File: config.mk
export PLATFORM = sky130hd
export DESIGN_NAME = hack_cpu
export DESIGN_NICKNAME = d
export VERILOG_FILES = /design/src/rtl/hack_cpu_pkg.sv /design/src/rtl/alu16.sv /design/src/rtl/hack_pc.sv /design/src/rtl/hack_cpu.sv
export SDC_FILE = /design/constraint.sdc
export NUM_CORES = 1
export LEC_CHECK = 0
export ABC_CLOCK_PERIOD_IN_PS = 13400
export CAP_MARGIN = 20
export CORE_MARGIN = 1.5
export CORE_UTILIZATION = 39
export DETAILED_ROUTE_END_ITERATION = 8
export SLEW_MARGIN = 10
export SYNTH_ARGS = -nofsm -noshare
export SYNTH_HDL_FRONTEND = slang
export SYNTH_HIERARCHICAL = 1
export SYNTH_SLANG_ARGS = --single-unit
File: constraint.sdc
create_clock -name clk -period 13.4 [get_ports clk]
set_input_delay 3.35 -clock clk [delete_from_list [all_inputs] [get_ports clk]]
set_output_delay 3.35 -clock clk [all_outputs]
set_load 0.005 [all_outputs]
File: src/rtl/hack_cpu_pkg.sv
// ---------------------------------------------------------------------------
// hack_cpu_pkg
// Shared constants for the Hack CPU core (the cpu_defs constant set):
// instruction field bit positions, PC reset value and the default
// WIDTH / PC_W parameter values. Imported by every file of the core.
// ---------------------------------------------------------------------------
package hack_cpu_pkg;

    // Instruction bit positions
    localparam int INST_TYPE = 15;   // 0 = A-instruction, 1 = C-instruction
    localparam int INST_A    = 12;   // ALU y select: 0 = A, 1 = in_m
    localparam int COMP_LSB  = 6;    // zx,nx,zy,ny,f,no occupy [11:6]
    localparam int DEST_A    = 5;
    localparam int DEST_D    = 4;
    localparam int DEST_M    = 3;
    localparam int JUMP_LSB  = 0;    // j1,j2,j3 occupy [2:0]

    // Reset value of the program counter
    localparam int PC_RESET  = 0;

    // Parameter defaults
    localparam int DEF_WIDTH = 16;
    localparam int DEF_PC_W  = 15;

endpackage

File: src/rtl/alu16.sv
// ---------------------------------------------------------------------------
// Alu16
// Hack ALU datapath: optional zero/negate of each operand, add or AND,
// optional negate of the result, plus zero and negative flags.
// Ports:
//   i_x, i_y             operands
//   i_zx,i_nx,i_zy,i_ny  operand zero / negate controls
//   i_f                  1 = x+y, 0 = x&y
//   i_no                 negate result
//   o_out                result
//   o_zr                 result == 0
//   o_ng                 result < 0 (two's complement)
// ---------------------------------------------------------------------------
module Alu16 (
    input  logic [15:0] i_x,
    input  logic [15:0] i_y,
    input  logic        i_zx,
    input  logic        i_nx,
    input  logic        i_zy,
    input  logic        i_ny,
    input  logic        i_f,
    input  logic        i_no,
    output logic [15:0] o_out,
    output logic        o_zr,
    output logic        o_ng
);
    logic [15:0] w_x0, w_x1, w_y0, w_y1, w_f;

    assign w_x0  = i_zx ? 16'h0000 : i_x;
    assign w_x1  = i_nx ? ~w_x0 : w_x0;
    assign w_y0  = i_zy ? 16'h0000 : i_y;
    assign w_y1  = i_ny ? ~w_y0 : w_y0;
    assign w_f   = i_f ? (w_x1 + w_y1) : (w_x1 & w_y1);
    assign o_out = i_no ? ~w_f : w_f;
    assign o_zr  = (o_out == 16'h0000);
    assign o_ng  = o_out[15];

endmodule

File: src/rtl/hack_pc.sv
// ---------------------------------------------------------------------------
// hack_pc
// Program counter register: load, increment (wrapping at 2^PC_W) or hold.
// Ports:
//   i_clk    rising-edge clock
//   i_rst_n  asynchronous active-low reset (pc <= PC_RESET)
//   i_en     advance this cycle (0 = hold)
//   i_load   when advancing, load i_din instead of incrementing
//   i_din    jump target
//   o_pc     current program counter
// ---------------------------------------------------------------------------
module hack_pc
    import hack_cpu_pkg::*;
#(
    parameter int PC_W = DEF_PC_W
) (
    input  logic            i_clk,
    input  logic            i_rst_n,
    input  logic            i_en,
    input  logic            i_load,
    input  logic [PC_W-1:0] i_din,
    output logic [PC_W-1:0] o_pc
);
    logic [PC_W-1:0] r_pc;

    always_ff @(posedge i_clk or negedge i_rst_n) begin
        if (!i_rst_n) begin
            r_pc <= PC_W'(PC_RESET);
        end else if (i_en) begin
            // Increment wraps naturally at the PC_W-bit boundary
            r_pc <= i_load ? i_din : (r_pc + 1'b1);
        end
    end

    assign o_pc = r_pc;

endmodule

File: src/rtl/hack_cpu.sv
// ---------------------------------------------------------------------------
// hack_cpu
// Sequential core of the 16-bit Hack CPU, one instruction per clock.
// Holds A, D and (via hack_pc) the program counter; drives Alu16 from the
// decoded C-instruction fields.
// Ports:
//   clk        rising-edge clock
//   rst_n      asynchronous active-low reset
//   inst       instruction from ROM at address pc
//   in_m       RAM read data at address_m
//   mem_ready  RAM ready (only when CPU_MEM_WAIT_EN is defined)
//   out_m      ALU result / RAM write data
//   write_m    RAM write strobe
//   address_m  RAM address = A[PC_W-1:0]
//   pc         instruction address
// Build option: define CPU_MEM_WAIT_EN to add mem_ready; a C-instruction
// that reads (a=1) or writes (dM=1) memory then stalls until mem_ready=1.
// ---------------------------------------------------------------------------
module hack_cpu
    import hack_cpu_pkg::*;
#(
    parameter int WIDTH = DEF_WIDTH,
    parameter int PC_W  = DEF_PC_W
) (
    input  logic             clk,
    input  logic             rst_n,
    input  logic [WIDTH-1:0] inst,
    input  logic [WIDTH-1:0] in_m,
`ifdef CPU_MEM_WAIT_EN
    input  logic             mem_ready,
`endif
    output logic [WIDTH-1:0] out_m,
    output logic             write_m,
    output logic [PC_W-1:0]  address_m,
    output logic [PC_W-1:0]  pc
);
    logic [WIDTH-1:0] r_a;
    logic [WIDTH-1:0] r_d;

    logic             w_is_c;
    logic [WIDTH-1:0] w_alu_y;
    logic [WIDTH-1:0] w_alu_out;
    logic             w_zr;
    logic             w_ng;
    logic             w_jump;
    logic             w_commit;

    assign w_is_c  = inst[INST_TYPE];
    assign w_alu_y = inst[INST_A] ? in_m : r_a;

    Alu16 u_alu (
        .i_x   (r_d),
        .i_y   (w_alu_y),
        .i_zx  (inst[COMP_LSB+5]),
        .i_nx  (inst[COMP_LSB+4]),
        .i_zy  (inst[COMP_LSB+3]),
        .i_ny  (inst[COMP_LSB+2]),
        .i_f   (inst[COMP_LSB+1]),
        .i_no  (inst[COMP_LSB]),
        .o_out (w_alu_out),
        .o_zr  (w_zr),
        .o_ng  (w_ng)
    );

    assign w_jump = w_is_c & ((inst[JUMP_LSB+2] & w_ng) |
                              (inst[JUMP_LSB+1] & w_zr) |
                              (inst[JUMP_LSB]   & ~w_ng & ~w_zr));

`ifdef CPU_MEM_WAIT_EN
    logic w_mem_use;
    assign w_mem_use = w_is_c & (inst[INST_A] | inst[DEST_M]);
    assign w_commit  = ~w_mem_use | mem_ready;
`else
    assign w_commit  = 1'b1;
`endif

    // All A reads (ALU y, jump target, address) see the pre-edge A value.
    always_ff @(posedge clk or negedge rst_n) begin
        if (!rst_n) begin
            r_a <= '0;
            r_d <= '0;
        end else if (w_commit) begin
            if (!w_is_c) begin
                r_a <= {1'b0, inst[WIDTH-2:0]};
            end else begin
                if (inst[DEST_A]) r_a <= w_alu_out;
                if (inst[DEST_D]) r_d <= w_alu_out;
            end
        end
    end

    hack_pc #(.PC_W(PC_W)) u_pc (
        .i_clk   (clk),
        .i_rst_n (rst_n),
        .i_en    (w_commit),
        .i_load  (w_jump),
        .i_din   (r_a[PC_W-1:0]),
        .o_pc    (pc)
    );

    assign out_m     = w_alu_out;
    // Strobe is gated by reset directly so it drops the moment rst_n falls.
    assign write_m   = rst_n & w_is_c & inst[DEST_M];
    assign address_m = r_a[PC_W-1:0];

endmodule

==> metrics.md, run 1 <==
| Metric | Value |
|---|---|
| DR vias/cell | 5.79 |
| TNS Setup | 0 ps |
| Clock slew at reported path FFs | 70 ps |
| CTS buffer count | 5 |
| Final ANT Viol Nets | 0 |
| Reg2reg path depth | 20 |
| Static leakage | 2.17 nW |
| Vias in the first global route | 3920 |
| Maxcap violations | 0 |
| GRT overflow | 0 |
| Critical Path End Type | output port |
| Fillers | 1085 |
| Hold Crit Depth | 1 |
| Worst reg2reg path endpoint | u_pc/o_pc[12] |
| Routed via count | 4097 |
| RePlAce Congestion | a little under 0.9 |
| Iteration count of the initial detailed-routing pass | 6 |
| Max clock buf depth | 2 |
| Slew Limit Fails | 0 |
| HP Class | flop to flop |
| Period utilization | 84.1% |
| Largest net degree at the start of global routing | just under 50 |
| Fin util | 48.2% |
| # hold bufs at CTS | 0 |
| Crit path kind | primary input to output port |
| DR WL/cell | between 15 and 20 µm |
| Ys flop type | dfrtp_1 |
| Die area | ~12000 µm² |
| Clk root buf | clkbuf_16 |
| Net count after synthesis | roughly 570 |
| Setup violations, final | 0 |
| Row cnt | 39 |
| Die Height | 111 µm |
| Cell Area, Synth | around 4600 µm² |
| Worst-Margin Slew | 1010 ps |
| Synth Warn # | 6 |
| Rel. slew slack | 32.3% |
| Synth area leader | dfrtp_1 |
| Arrival @ worst endpoint | between 7000 and 8000 ps |
| Crit path time final | approximately 11000 ps |
| Final net count | 616 |
| HP Start | r_d[3] |
| CTS tree | done |
| Status | completed |
| Reg-to-reg startpoint | r_a[0] |
| Synth top area share | 25.8% |
| Worst-path maximum fanout | 17 |
| Final wirelength | 12700 µm |
| GR Util All Layers | 20.5% |
| DRC errors left | 0 |
| Post-CTS Setup Bufs | 0 |
| Sink Count | 47 |
| Min Hold Slack | between 500 and 600 ps |
| Min-Delay Endpoint | r_d[3] |
| Worst Skew | roughly 5.6 ps |
| Seq/Total Area, Yosys | approximately a quarter |
| Ports | 81 |
| Post-synth top cells | 48 x xnor2_1, 47 x dfrtp_1, 42 x a21oi_1 |
| VDD IR max | 0.0000875 V |
| Number of flops mapped to enable cells by yosys | 0 |
| Yosys cell types | 77 |
| WP data required | 10050 ps |
| Area after DPL | ~5300 µm² |
| First-pass GRT wire length | 20600 µm |
| Detailed Place HPWL | 9420 µm |
| Syn Area/Cell | 8.88 µm² |
| Final Hold Fails | 0 |
| RSZ-0062 raised after global routing | false |
| DRT iter0 DRCs | 275 |
| Top-count cell post-synth | xnor2_1 |
| Post-synthesis register bit count | 47 |
| Final non-filler cell area | 5510 µm² |
| Htree depth | 2 |
| Port bufs | 80 |
| Tot Pwr | 0.00105 W |
| Initial antenna violation count | 0 |
| Fmax | slightly below 90 MHz |
| Register-to-register setup slack | 7770 ps |
| Layout cells sized above 1 | 12.9% |
| Core Area | ~11000 µm² |
| Post-cts repair resize count | 0 |
| Worst-Skew Late Latency | 290 ps |
| Antenna cells | 0 |
| Worst Setup Start Kind | primary input |
| P&R area growth vs syn | 20.8% |
| Die width | 111 µm |
| Synthesized instance count | 513 |
| Top post-synthesis cells by area | dfrtp_1 26%, xnor2_1 9.2%, mux2_2 5.7%, nand2b_1 5.1%, ha_1 4.7% |
| Async set-reset flop share out of synthesis | between 90% and 100% |
| Initial Util | 39.9% |
| Pwr/cell area | 190 nW/µm² |
## per-stage QoR
stage | setup slack, ps | std cells
2_1_floorplan | 3590 | 513
3_3_place_gp | 2240 | 700
3_5_place_dp | 2120 | 700
4_1_cts | 2130 | 708
5_1_grt | 1860 | 708
6_report | 2130 | 708
## area by class of cell
type	instances	area, µm²	share of cell area, %
timing repair buffer	87	848	15.4
inverter	11	41.3	0.750
sequential	47	1180	21.4
multi-input combinational	412	3070	55.8
tap	143	179	3.25
clock inverter	2	60.1	1.09
clock buffer	6	129	2.34
## worst max-delay path by stage
stage	startpoint	end	cells after the start
floorplan	inst[8]	out_m[14]	12
global placement	inst[12]	out_m[14]	14
detailed placement	inst[12]	out_m[14]	14
CTS	inst[12]	out_m[14]	14
global route	inst[12]	out_m[14]	14
finish	inst[12]	out_m[14]	14
## cells in the final DEF (no fill, tap or decap), types with 11 or more instances in the layout
master	n
nand2b_1	37
o21ai_0	20
ha_1	17
nand2_1	22
a21oi_1	42
xnor2_1	48
nand3_1	11
mux2_2	23
dfrtp_1	47
clkdlybuf4s50_1	79
nor2_1	34
mux2i_1	21
inv_1	11
## state kept, by name, summed over array words and instances (netlist names)
register / flops
u_pc/o_pc: 15
r_d: 16
r_a: 16
## critical path: stages
cell and delay (ps):
clkdlybuf4s50_1 970, mux2_2 410, nand2b_1 90, xnor2_1 80
ha_1 250, fa_1 470, a211oi_4 320, o21ai_0 210
a21oi_1 180, o311ai_0 140, or3_2 460, a31oi_1 210
xnor2_1 210, clkdlybuf4s50_1 570
## cell families after synthesis
family,Yosys count,synth area share [%]
compound gates,127,18.6
xor+xnor,50,9.61
fa+ha+maj,18,5.11
buf+inv,54,6.75
flops,47,25.8
mux,55,13.8
other cells,1,0.0823
simple gates,161,20.2
## layer usage
| layer | track usage, % | part of all wire, % | vias to the layer above |
|---|---|---|---|
| li1 | - | - | 1951 |
| met1 | 27.6 | 47 | 1971 |
| met2 | 34.1 | 46 | 154 |
| met3 | 3.12 | 4.9 | 21 |
| met4 | 5.82 | 2.2 | 0 |
| met5 | 0 | 0 | - |
## report_power, final
part / leakage [nW] / switching, W / internal, W
Combinational: 1.53 / 0.000308 / 0.000315
Sequential: 0.549 / 0.0000593 / 0.000197
Clock: 0.0911 / 0.0000583 / 0.000107
Total: 2.17 / 0.000426 / 0.000620
Note: power is estimated with default switching activity, not from simulation.
==> inputs of run 2 (changes only) <==
ABC_CLOCK_PERIOD_IN_PS = 10800   (was 13400)
clock period = 10.8 ns   (was 13.4 ns; I/O delays follow)
==> run 2 against run 1 <==
Clock skew rose by 1.8 ps; via count is 2.5% lower; worst hold slack got worse by 1.1 ps; sequential share of layout area did not move; clock power rose by 23%; cell count is the same; sequential power up 24%; core utilization unchanged; sequential cell count stayed put.
==> metrics.md, run 2 (synthesis results as in run 1) <==
| Metric | Value |
|---|---|
| Status | completed (unchanged) |
| Final wirelength | 12500 µm (was 12700 µm) |
| Sw frac | 40.4% (was 40.7%) |
| WP data required | 8100 ps (was 10050 ps) |
| Max clock buf depth | 2 (unchanged) |
| Pwr/cell area | 234 nW/µm² (was 190 nW/µm²) |
| CP max stage delay | 570 ps (was 970 ps) |
| Critical-path top delay cell | clkdlybuf4s50_1 (unchanged) |
| Fmax | 103 MHz |
| CTS buffer count | 5 (unchanged) |
| Slew Limit Fails | 0 (unchanged) |
| GR Util All Layers | 20.4% (was 20.5%) |
| Crit path kind | primary input to output port (unchanged) |
| Maxcap violations | 0 (unchanged) |
| DRC errors left | 0 (unchanged) |
| Sink Count | 47 (unchanged) |
| Iteration count of the initial detailed-routing pass | 5 (was 6) |
| DR vias/cell | 5.64 (was 5.79) |
| Final ANT Viol Nets | 0 (unchanged) |
| Comb pwr share | 59.7% (about the same) |
| Rel. slew slack | 35.8% (was 32.3%) |
| DR WL/cell | 17.6 µm (was 18.0 µm) |
| Critical path cell sequence | clkdlybuf4s50_1, buf_4, mux2_2, nand2b_1, xnor2_1, ha_1, fa_1, a211oi_4, o21ai_0, a21oi_1, o311ai_0, or3_2, a31oi_1, xnor2_1, clkdlybuf4s50_1 (was clkdlybuf4s50_1, mux2_2, nand2b_1, xnor2_1, ha_1, fa_1, a211oi_4, o21ai_0, a21oi_1, o311ai_0, or3_2, a31oi_1, xnor2_1, clkdlybuf4s50_1) |
| Arrival @ worst endpoint | 7030 ps (was 7920 ps) |
| Power share of the clock group | 15.7% (was 15.8%) |
| P_sw | 0.000521 W (was 0.000426 W) |
| Area after DPL | 5320 µm² (unchanged) |
| Die width | 111 µm (unchanged) |
| Detailed Place HPWL | 9420 µm (about the same) |
| Clock slew at reported path FFs | 60 ps (was 70 ps) |
| Largest net degree at the start of global routing | 49 (unchanged) |
| Ports | 81 (unchanged) |
| RePlAce Congestion | 0.913 (was 0.869) |
| Die area | 12300 µm² (unchanged) |
| Layout cells sized above 1 | 12.9% (unchanged) |
| Die Height | 111 µm (unchanged) |
| Int Power | 0.000769 W (was 0.000620 W) |
| Setup violations, final | 0 (unchanged) |
| # hold bufs at CTS | 0 (unchanged) |
| Port bufs | 80 (unchanged) |
| Period utilization | between 90% and 100% |
| Most frequent cells in the layout | 79 x clkdlybuf4s50_1, 48 x xnor2_1, 47 x dfrtp_1 (unchanged) |
| Initial antenna violation count | 0 (unchanged) |
| Clk root buf | clkbuf_16 (unchanged) |
| GRT overflow | 0 (unchanged) |
| Final non-filler cell area | 5510 µm² (unchanged) |
| Worst Skew | 7.39 ps (was 5.60 ps) |
| RSZ-0062 raised after global routing | false (unchanged) |
| HP Class | flop to flop (unchanged) |
| Crit path time final | around 10000 ps |
| TNS Setup | 0 ps (unchanged) |
| Post-CTS Setup Bufs | 0 (unchanged) |
| P&R area growth vs syn | 20.8% (unchanged) |
| Post-cts repair resize count | 0 (unchanged) |
| Worst-Skew Late Latency | 290 ps (about the same) |
| Worst-path maximum fanout | 17 (unchanged) |
| Static leakage | 2.17 nW (unchanged) |
| Most common cell after layout, fill and taps aside | clkdlybuf4s50_1 (unchanged) |
| Htree depth | 2 (unchanged) |
| Worst-Margin Slew | 960 ps (was 1010 ps) |
| Core Area | 11400 µm² (unchanged) |
| Routed via count | 3993 (was 4097) |
| CTS tree | done (unchanged) |
| Row cnt | 39 (unchanged) |
| Vias in the first global route | 3945 (was 3920) |
| Final net count | 616 (unchanged) |
| First-pass GRT wire length | 20500 µm (was 20600 µm) |
| VDD IR max | 0.000113 V (was 0.0000875 V) |
| Sequential share of power | 24.6% (was 24.5%) |
| Final Hold Fails | 0 (unchanged) |
| Worst Setup Start Kind | primary input (unchanged) |
| DRT iter0 DRCs | 236 (was 275) |
| Initial Util | 39.9% (unchanged) |
| Antenna cells | 0 (unchanged) |
| Fillers | 1096 (was 1085) |
| Critical Path End Type | output port (unchanged) |
## run 2: metal layers
layer	global-route usage (%)	vias to the layer above	part of all wire (%)
met2	33.6	118	47
met3	2.41	17	3.7
met5	0	-	0
met4	6.58	0	2.1
met1	28.0	1899	47
li1	-	1959	-
## run 2: through the flow
stage / hold slack, ps / util (%) / power [W] / setup slack (ps) / cells
final: 506 / 48.2 / 0.00129 / 1070 / 708
after global routing: 527 / 48.2 / 0.00138 / 902 / 708
after CTS: 510 / 48.2 / 0.00129 / 1110 / 708
after detailed placement: 495 / 46.6 / 0.00108 / 1110 / 700
after global placement: 491 / 46.6 / 0.00107 / 1200 / 700
after floorplan: 480 / - / 0.000814 / 2290 / 513
## run 2: critical path, delay by kind of cell
family	cells	cell delay, ps
simple gates	2	560
xor+xnor	2	280
mux	1	370
buf+inv	3	1270
compound gates	5	1110
fa+ha+maj	2	740
## run 2: power by group through the flow
stage               registers (W)  clock network, W  logic, W
floorplan                0.000301                 0  0.000513
global placement         0.000316                 0  0.000752
detailed placement       0.000319                 0  0.000763
CTS                      0.000316          0.000208  0.000767
global route             0.000329          0.000215  0.000841
finish                   0.000317          0.000203  0.000770
## run 2: final cells by class
type | instances | area [µm²] | share of cell area, %
inverters | 11 | 41.3 | 0.750
well taps | 143 | 179 | 3.25
multi-input cells | 412 | 3070 | 55.8
repair buffers | 87 | 848 | 15.4
clock buffers | 6 | 129 | 2.34
clock inverters | 2 | 60.1 | 1.09
flip-flops and latches | 47 | 1180 | 21.4
## run 2: worst paths after layout
path	slack, ps	cells after the start	endpoint	start
worst min register to register	510	1	r_d[2]	r_d[2]
max in group asynchronous	7840	2	r_d[11]	rst_n
worst max-delay path	1070	15	out_m[14]	inst[12]
min in group asynchronous	2510	2	u_pc/o_pc[1]	rst_n
worst max register to register	5170	19	u_pc/o_pc[13]	r_a[0]
worst min-delay path	510	1	r_d[2]	r_d[2]
